===== src/rtl/vivepass_lane_arbiter_if.sv =====
// Lane-side and validator-side signals of the vivepass lane arbiter.
// master = arbiter, slave = lanes/validator environment.
interface vivepass_lane_arbiter_if #(
    parameter int N_LANES = 4
);
    logic [N_LANES-1:0]   req;
    logic [2*N_LANES-1:0] lvl;
    logic                 val_start;
    logic [1:0]           val_lvl;
    logic                 val_done;
    logic                 val_ok;
    logic [N_LANES-1:0]   gnt;
    logic [N_LANES-1:0]   gate_open;
    logic                 deny_pulse;
    logic                 timeout_flag;
    logic                 busy;

    modport master (
        input  req, lvl, val_done, val_ok,
        output val_start, val_lvl, gnt, gate_open, deny_pulse, timeout_flag, busy
    );

    modport slave (
        output req, lvl, val_done, val_ok,
        input  val_start, val_lvl, gnt, gate_open, deny_pulse, timeout_flag, busy
    );
endinterface


===== src/rtl/vivepass_lane_arbiter.sv =====
// Round-robin arbiter sharing one pass-validation unit among N_LANES lanes.
// Optional statistics counters are enabled with macro VIVEPASS_STATS_EN.
//
// state | meaning
// IDLE  | waiting for any lane request, round-robin pick from rr_ptr
// ISSUE | one-cycle val_start pulse for the granted lane
// WAIT  | waiting for val_done, down-counter bounds the wait
// OPEN  | gate_open held for OPEN_CYCLES cycles
// DENY  | one-cycle deny_pulse (timeout_flag too when timed out)
module vivepass_lane_arbiter #(
    parameter int N_LANES        = 4,
    parameter int OPEN_CYCLES    = 8,
    parameter int TIMEOUT_CYCLES = 16
) (
    input  logic clk,
    input  logic reset,
    vivepass_lane_arbiter_if.master bus
`ifdef VIVEPASS_STATS_EN
    ,
    output logic [15:0] served_cnt,
    output logic [15:0] denied_cnt,
    output logic [15:0] timeout_cnt
`endif
);
    localparam int PW   = $clog2(N_LANES);
    localparam int TMAX = (OPEN_CYCLES > TIMEOUT_CYCLES) ? OPEN_CYCLES : TIMEOUT_CYCLES;
    localparam int TW   = $clog2(TMAX + 1);
    // WAIT lasts TIMEOUT_CYCLES-1 cycles, so deny lands TIMEOUT_CYCLES after val_start
    localparam logic [TW-1:0] WAIT_LOAD = TW'(TIMEOUT_CYCLES - 2);
    localparam logic [TW-1:0] OPEN_LOAD = TW'(OPEN_CYCLES - 1);

    typedef enum logic [2:0] {
        S_IDLE,
        S_ISSUE,
        S_WAIT,
        S_OPEN,
        S_DENY
    } state_t;

    state_t             state_q;
    logic [PW-1:0]      rr_ptr_q;
    logic [PW-1:0]      lane_q;
    logic [TW-1:0]      tmr_q;
    logic [N_LANES-1:0] gnt_q;
    logic [N_LANES-1:0] gate_q;
    logic               val_start_q;
    logic [1:0]         val_lvl_q;
    logic               deny_q;
    logic               tmo_q;
    logic               busy_q;

    logic [N_LANES-1:0] rot_d;
    logic               any_req_d;
    logic [PW-1:0]      off_d;
    logic [PW:0]        sum_d;
    logic [PW-1:0]      sel_d;
    logic [1:0]         lvl_sel_d;
    logic [PW-1:0]      next_ptr_d;
    logic               open_enter;
    logic               reject_hit;
    logic               timeout_hit;
    logic               deny_enter;

    // Rotate requests so bit 0 is the lane at rr_ptr; lowest set bit wins.
    always_comb begin
        rot_d     = N_LANES'({bus.req, bus.req} >> rr_ptr_q);
        any_req_d = 1'b0;
        off_d     = '0;
        for (int i = N_LANES - 1; i >= 0; i--) begin
            if (rot_d[i]) begin
                any_req_d = 1'b1;
                off_d     = PW'(i);
            end
        end
        sum_d = {1'b0, rr_ptr_q} + {1'b0, off_d};
        if (sum_d >= (PW+1)'(N_LANES)) begin
            sum_d = sum_d - (PW+1)'(N_LANES);
        end
        sel_d     = sum_d[PW-1:0];
        lvl_sel_d = '0;
        for (int j = 0; j < N_LANES; j++) begin
            if (sel_d == PW'(j)) begin
                lvl_sel_d = bus.lvl[2*j +: 2];
            end
        end
    end

    always_comb begin
        next_ptr_d  = (lane_q == PW'(N_LANES - 1)) ? '0 : lane_q + PW'(1);
        open_enter  = (state_q == S_WAIT) && bus.val_done && bus.val_ok;
        reject_hit  = (state_q == S_WAIT) && bus.val_done && !bus.val_ok;
        timeout_hit = (state_q == S_WAIT) && !bus.val_done && (tmr_q == '0);
        deny_enter  = reject_hit || timeout_hit;
    end

    always_ff @(posedge clk) begin
        if (reset) begin
            state_q     <= S_IDLE;
            rr_ptr_q    <= '0;
            lane_q      <= '0;
            tmr_q       <= '0;
            gnt_q       <= '0;
            gate_q      <= '0;
            val_start_q <= 1'b0;
            val_lvl_q   <= '0;
            deny_q      <= 1'b0;
            tmo_q       <= 1'b0;
            busy_q      <= 1'b0;
        end else begin
            val_start_q <= 1'b0;
            deny_q      <= 1'b0;
            tmo_q       <= 1'b0;
            case (state_q)
                S_IDLE: begin
                    if (any_req_d) begin
                        state_q     <= S_ISSUE;
                        lane_q      <= sel_d;
                        gnt_q       <= N_LANES'(1) << sel_d;
                        val_lvl_q   <= lvl_sel_d;
                        val_start_q <= 1'b1;
                        busy_q      <= 1'b1;
                        tmr_q       <= '0;
                    end
                end
                S_ISSUE: begin
                    state_q <= S_WAIT;
                    tmr_q   <= WAIT_LOAD;
                end
                S_WAIT: begin
                    if (open_enter) begin
                        state_q <= S_OPEN;
                        gate_q  <= gnt_q;
                        tmr_q   <= OPEN_LOAD;
                    end else if (deny_enter) begin
                        state_q <= S_DENY;
                        deny_q  <= 1'b1;
                        tmo_q   <= timeout_hit;
                        tmr_q   <= '0;
                    end else begin
                        tmr_q <= tmr_q - TW'(1);
                    end
                end
                S_OPEN: begin
                    if (tmr_q == '0) begin
                        state_q  <= S_IDLE;
                        gate_q   <= '0;
                        gnt_q    <= '0;
                        busy_q   <= 1'b0;
                        rr_ptr_q <= next_ptr_d;
                    end else begin
                        tmr_q <= tmr_q - TW'(1);
                    end
                end
                S_DENY: begin
                    state_q  <= S_IDLE;
                    gnt_q    <= '0;
                    busy_q   <= 1'b0;
                    rr_ptr_q <= next_ptr_d;
                end
                default: begin
                    state_q <= S_IDLE;
                    gate_q  <= '0;
                    gnt_q   <= '0;
                    busy_q  <= 1'b0;
                end
            endcase
        end
    end

    assign bus.val_start    = val_start_q;
    assign bus.val_lvl      = val_lvl_q;
    assign bus.gnt          = gnt_q;
    assign bus.gate_open    = gate_q;
    assign bus.deny_pulse   = deny_q;
    assign bus.timeout_flag = tmo_q;
    assign bus.busy         = busy_q;

`ifdef VIVEPASS_STATS_EN
    logic [15:0] served_q;
    logic [15:0] denied_q;
    logic [15:0] timeout_q;

    always_ff @(posedge clk) begin
        if (reset) begin
            served_q  <= '0;
            denied_q  <= '0;
            timeout_q <= '0;
        end else begin
            if (open_enter && (served_q != 16'hFFFF)) begin
                served_q <= served_q + 16'd1;
            end
            if (deny_enter && (denied_q != 16'hFFFF)) begin
                denied_q <= denied_q + 16'd1;
            end
            if (timeout_hit && (timeout_q != 16'hFFFF)) begin
                timeout_q <= timeout_q + 16'd1;
            end
        end
    end

    assign served_cnt  = served_q;
    assign denied_cnt  = denied_q;
    assign timeout_cnt = timeout_q;
`endif
endmodule


===== src/flat_wrapper.sv =====
// flat-port wrapper written by rule: the top's interface ports become plain ports
module vivepass_lane_arbiter_flat 
#(
    parameter int N_LANES        = 4,
    parameter int OPEN_CYCLES    = 8,
    parameter int TIMEOUT_CYCLES = 16
)
  (clk, reset, bus_req, bus_lvl, bus_val_done, bus_val_ok, bus_val_start, bus_val_lvl, bus_gnt, bus_gate_open, bus_deny_pulse, bus_timeout_flag, bus_busy);
  vivepass_lane_arbiter_if #(.N_LANES(N_LANES)) bus_i ();
  input  logic clk;
  input  logic reset;
  input wire logic [$bits(bus_i.req)-1:0] bus_req;
  input wire logic [$bits(bus_i.lvl)-1:0] bus_lvl;
  input wire logic [$bits(bus_i.val_done)-1:0] bus_val_done;
  input wire logic [$bits(bus_i.val_ok)-1:0] bus_val_ok;
  output wire logic [$bits(bus_i.val_start)-1:0] bus_val_start;
  output wire logic [$bits(bus_i.val_lvl)-1:0] bus_val_lvl;
  output wire logic [$bits(bus_i.gnt)-1:0] bus_gnt;
  output wire logic [$bits(bus_i.gate_open)-1:0] bus_gate_open;
  output wire logic [$bits(bus_i.deny_pulse)-1:0] bus_deny_pulse;
  output wire logic [$bits(bus_i.timeout_flag)-1:0] bus_timeout_flag;
  output wire logic [$bits(bus_i.busy)-1:0] bus_busy;
  assign bus_i.req = bus_req;
  assign bus_i.lvl = bus_lvl;
  assign bus_i.val_done = bus_val_done;
  assign bus_i.val_ok = bus_val_ok;
  assign bus_val_start = bus_i.val_start;
  assign bus_val_lvl = bus_i.val_lvl;
  assign bus_gnt = bus_i.gnt;
  assign bus_gate_open = bus_i.gate_open;
  assign bus_deny_pulse = bus_i.deny_pulse;
  assign bus_timeout_flag = bus_i.timeout_flag;
  assign bus_busy = bus_i.busy;
  vivepass_lane_arbiter #(.N_LANES(N_LANES), .OPEN_CYCLES(OPEN_CYCLES), .TIMEOUT_CYCLES(TIMEOUT_CYCLES)) u_core (.clk(clk), .reset(reset), .bus(bus_i));
endmodule

===== config.mk =====
export PLATFORM = sky130hd
export DESIGN_NAME = vivepass_lane_arbiter_flat
export DESIGN_NICKNAME = d
export VERILOG_FILES = /design/src/rtl/vivepass_lane_arbiter_if.sv /design/src/rtl/vivepass_lane_arbiter.sv /design/src/flat_wrapper.sv
export SDC_FILE = /design/constraint.sdc
export NUM_CORES = 1
export LEC_CHECK = 0
export ABC_AREA = 1
export ABC_CLOCK_PERIOD_IN_PS = 5100
export BUFFER_PORTS_ARGS = -buffer_cell sky130_fd_sc_hd__buf_2
export CELL_PAD_IN_SITES_DETAIL_PLACEMENT = 0
export CELL_PAD_IN_SITES_GLOBAL_PLACEMENT = 1
export CORE_UTILIZATION = 41
export CTS_BUF_LIST = sky130_fd_sc_hd__clkbuf_16
export DETAILED_ROUTE_END_ITERATION = 6
export GPL_ROUTABILITY_DRIVEN = 0
export GPL_TIMING_DRIVEN = 0
export PLACE_DENSITY = 0.82
export SKIP_CTS_REPAIR_TIMING = 1
export SLEW_MARGIN = 20
export SYNTH_ARGS = -nofsm -noshare
export SYNTH_HDL_FRONTEND = slang
export SYNTH_SLANG_ARGS = --single-unit

===== constraint.sdc =====
create_clock -name clk -period 5.1 [get_ports clk]
set_input_delay 1.02 -clock clk [delete_from_list [all_inputs] [get_ports clk]]
set_output_delay 1.02 -clock clk [all_outputs]
set_load 0.01 [all_outputs]

==> impl_metrics.ini <==
[sta]
fmax_ghz = 0.389
fin_skew_ns = 0.00464
finalCritPeriodShare = 0.504
fin_crit_ns = 2.57
final_max_slew_viol_count = 0
setup_tns_ns = 0
setup_viol = 0
tightest_slew_ns = 0.612
rsz0062_at_grt = false
maxSlewHeadroom = 0.592
timing.final.hold_violations = 0

[yosys]
synthFlopType = dfxtp_1
synthArstFlopShare = 0
yosysMostFrequentCell = nand2_1
syn_avg_cell_area_sq_um = 7.13
ys_top_cells_by_count = nand2_1, dfxtp_1, nand3_1
syn_inst = 201
synth.distinct_cells = 33
syn_nets = 220
synthesis.area_sq_um = 1430
synth_area_leaders = dfxtp_1, nand2_1, nand3_1
synth_edf_count = 0
synth_top_area_share = 0.363
seq_area_frac_synth = 0.363
post-synth-top-area-cell = dfxtp_1
ys_warn_count = 0
ys_seq_elements = 26

[route]
routed-via-count = 1374
drtIter0Drc = 64
first_pass_iters = 4
drcViolationCount = 0
viasPerCell = 4.91
routed_wl_mm = 3.24
antenna_left = 0
wire_per_inst_um = 11.6

[clocking]
root_buffer = clkbuf_16
cts_tree = yes
cts_buffers = 3
htree_levels = 1
clk_pin_slew_worst_paths_ns = 0.06
clk_latency_ns = 0.26
clockBufferDepth = 2
cts_sinks = 26

[die]
core_area_sq_um = 3340
io_pins = 30
rows = 21
die_h_um = 61.1
dieArea_sq_um = 3740
die_w_um = 61.1
initial_core_util = 0.430

[finish]
n_antenna_cell = 0
final_core_util = 0.514
layout-drive-gt1-share = 0.256
syn_to_final_growth_pct = 19.6
final_area_sq_um = 1720
num-nets-final = 254
stdcell_count = 280

[global_routing]
met2_usage = 0.307
grt_pass1_wl_mm = 5.23
grt_pass1_vias = 1191
overflow = 0
grt_max_degree = 15
antenna_found_initial = 0
gr-usage-all-layers = 0.187
groute.layer.met1.usage = 0.253
grt-busiest-layer = met2
grt.met3_usage = 0.0294

[job]
drv_cap = 0

[pwr]
worst_ir_drop_vdd_v = 0.000248
p_leak_nw = 0.807
pwr_density_cell_nw_per_um2 = 648

[placed_design]
placedCellCount = 276
dpl.hpwl_mm = 2.45
dpl_cell_area_sq_um = 1640
portBuffers = 29

[outcome]
status = complete, no violations

[setup_path]
crit_fanout = 9
crit_path_end_kind = flop
crit_arrival_ns = 2.70
worstPathRequired_ns = 5.22
startpoint_type = input pin
critPathKind = input pin to flop

[min_path]
hold_class = flop to flop
-- worst paths after layout --
check | startpoint | end | slack [ns] | depth (start not counted)
setup / recovery | bus_req[1] | u_core.bus.val_lvl[0] | 2.53 | 15
hold / removal | u_core.bus.busy | u_core.bus.busy | 0.46 | 2
setup reg to reg | u_core.rr_ptr_q[0] | u_core.bus.val_lvl[0] | 2.86 | 15
hold reg to reg | u_core.bus.busy | u_core.bus.busy | 0.46 | 2
-- per-layer routing --
layer	wire length, um	vias up
met1	1610	619
met3	114	4
met4	31	0
met2	1480	23
met5	0	-
li1	-	728
-- report_power, final --
part,internal [mW],total (mW),switching [mW]
combinational,0.222,0.624,0.403
clock,0.105,0.175,0.0700
sequential,0.265,0.312,0.0475
total,0.591,1.11,0.520
-- sequential cells by signal, indices dropped and copies added (netlist names), 2 cells and up --
name,cells
u_core.bus.val_lvl,2
u_core.bus.gate_open,4
u_core.rr_ptr_q,2
u_core.tmr_q,5
u_core.state_q,3
u_core.bus.gnt,4
u_core.lane_q,2
-- area by class of cell --
cell class,count,area (sq um)
inverters,28,105
clock buffers,3,75.1
clock inverters,1,3.75
repair buffers,29,145
fillers,370,1620
flip-flops and latches,26,520
plain buffers,3,12.5
multi-input cells,144,796
well taps,46,57.6
-- per-stage QoR --
step                setup WS, ns  hold WS (ns)  power (mW)
global placement            2.28         0.453       0.942
detailed placement          2.25         0.453       0.939
finish                      2.53         0.462        1.11
CTS                         2.51         0.464        1.12
global route                2.29         0.491        1.22
floorplan                   2.58         0.445       0.804
-- cells by family after synthesis --
| logic type | after synthesis | synth area share |
|---|---|---|
| compound gates | 33 | 0.139 |
| xor+xnor | 2 | 0.0122 |
| flops | 26 | 0.363 |
| buf+inv | 31 | 0.0820 |
| simple gates | 106 | 0.378 |
| fa+ha+maj | 3 | 0.0262 |
-- critical path, cell delays in order --
cell,delay (ns)
buf_2,0.10
nand2_1,0.07
nand3_1,0.08
nand2_1,0.12
nand3_1,0.08
a21boi_0,0.17
ha_1,0.18
xor2_1,0.23
inv_1,0.08
nand3_2,0.11
nand2_4,0.10
o21bai_1,0.14
nand3_1,0.08
nand2_1,0.08
a21oi_2,0.05
-- layout by cell type (no fill, tap or decap), types with 2 or more instances in the layout --
cell type	netlist	routed
xor2_1	2	2
inv_2	5	5
nor4_1	3	3
a21oi_2	3	3
nor2_4	2	2
o21ai_0	4	4
nor2_2	2	2
dfxtp_1	26	26
nand3b_1	2	2
nor2_1	13	13
clkinv_1	2	3
nand3_2	2	2
buf_2	1	30
nand4_1	4	4
nand2_1	42	42
o21ai_1	2	2
ha_1	3	3
inv_1	21	21
nand3_1	24	24
nand2_4	2	2
a21oi_1	18	18
clkbuf_16	0	3
nand2_2	7	7
(Power assumes the default switching activity.)
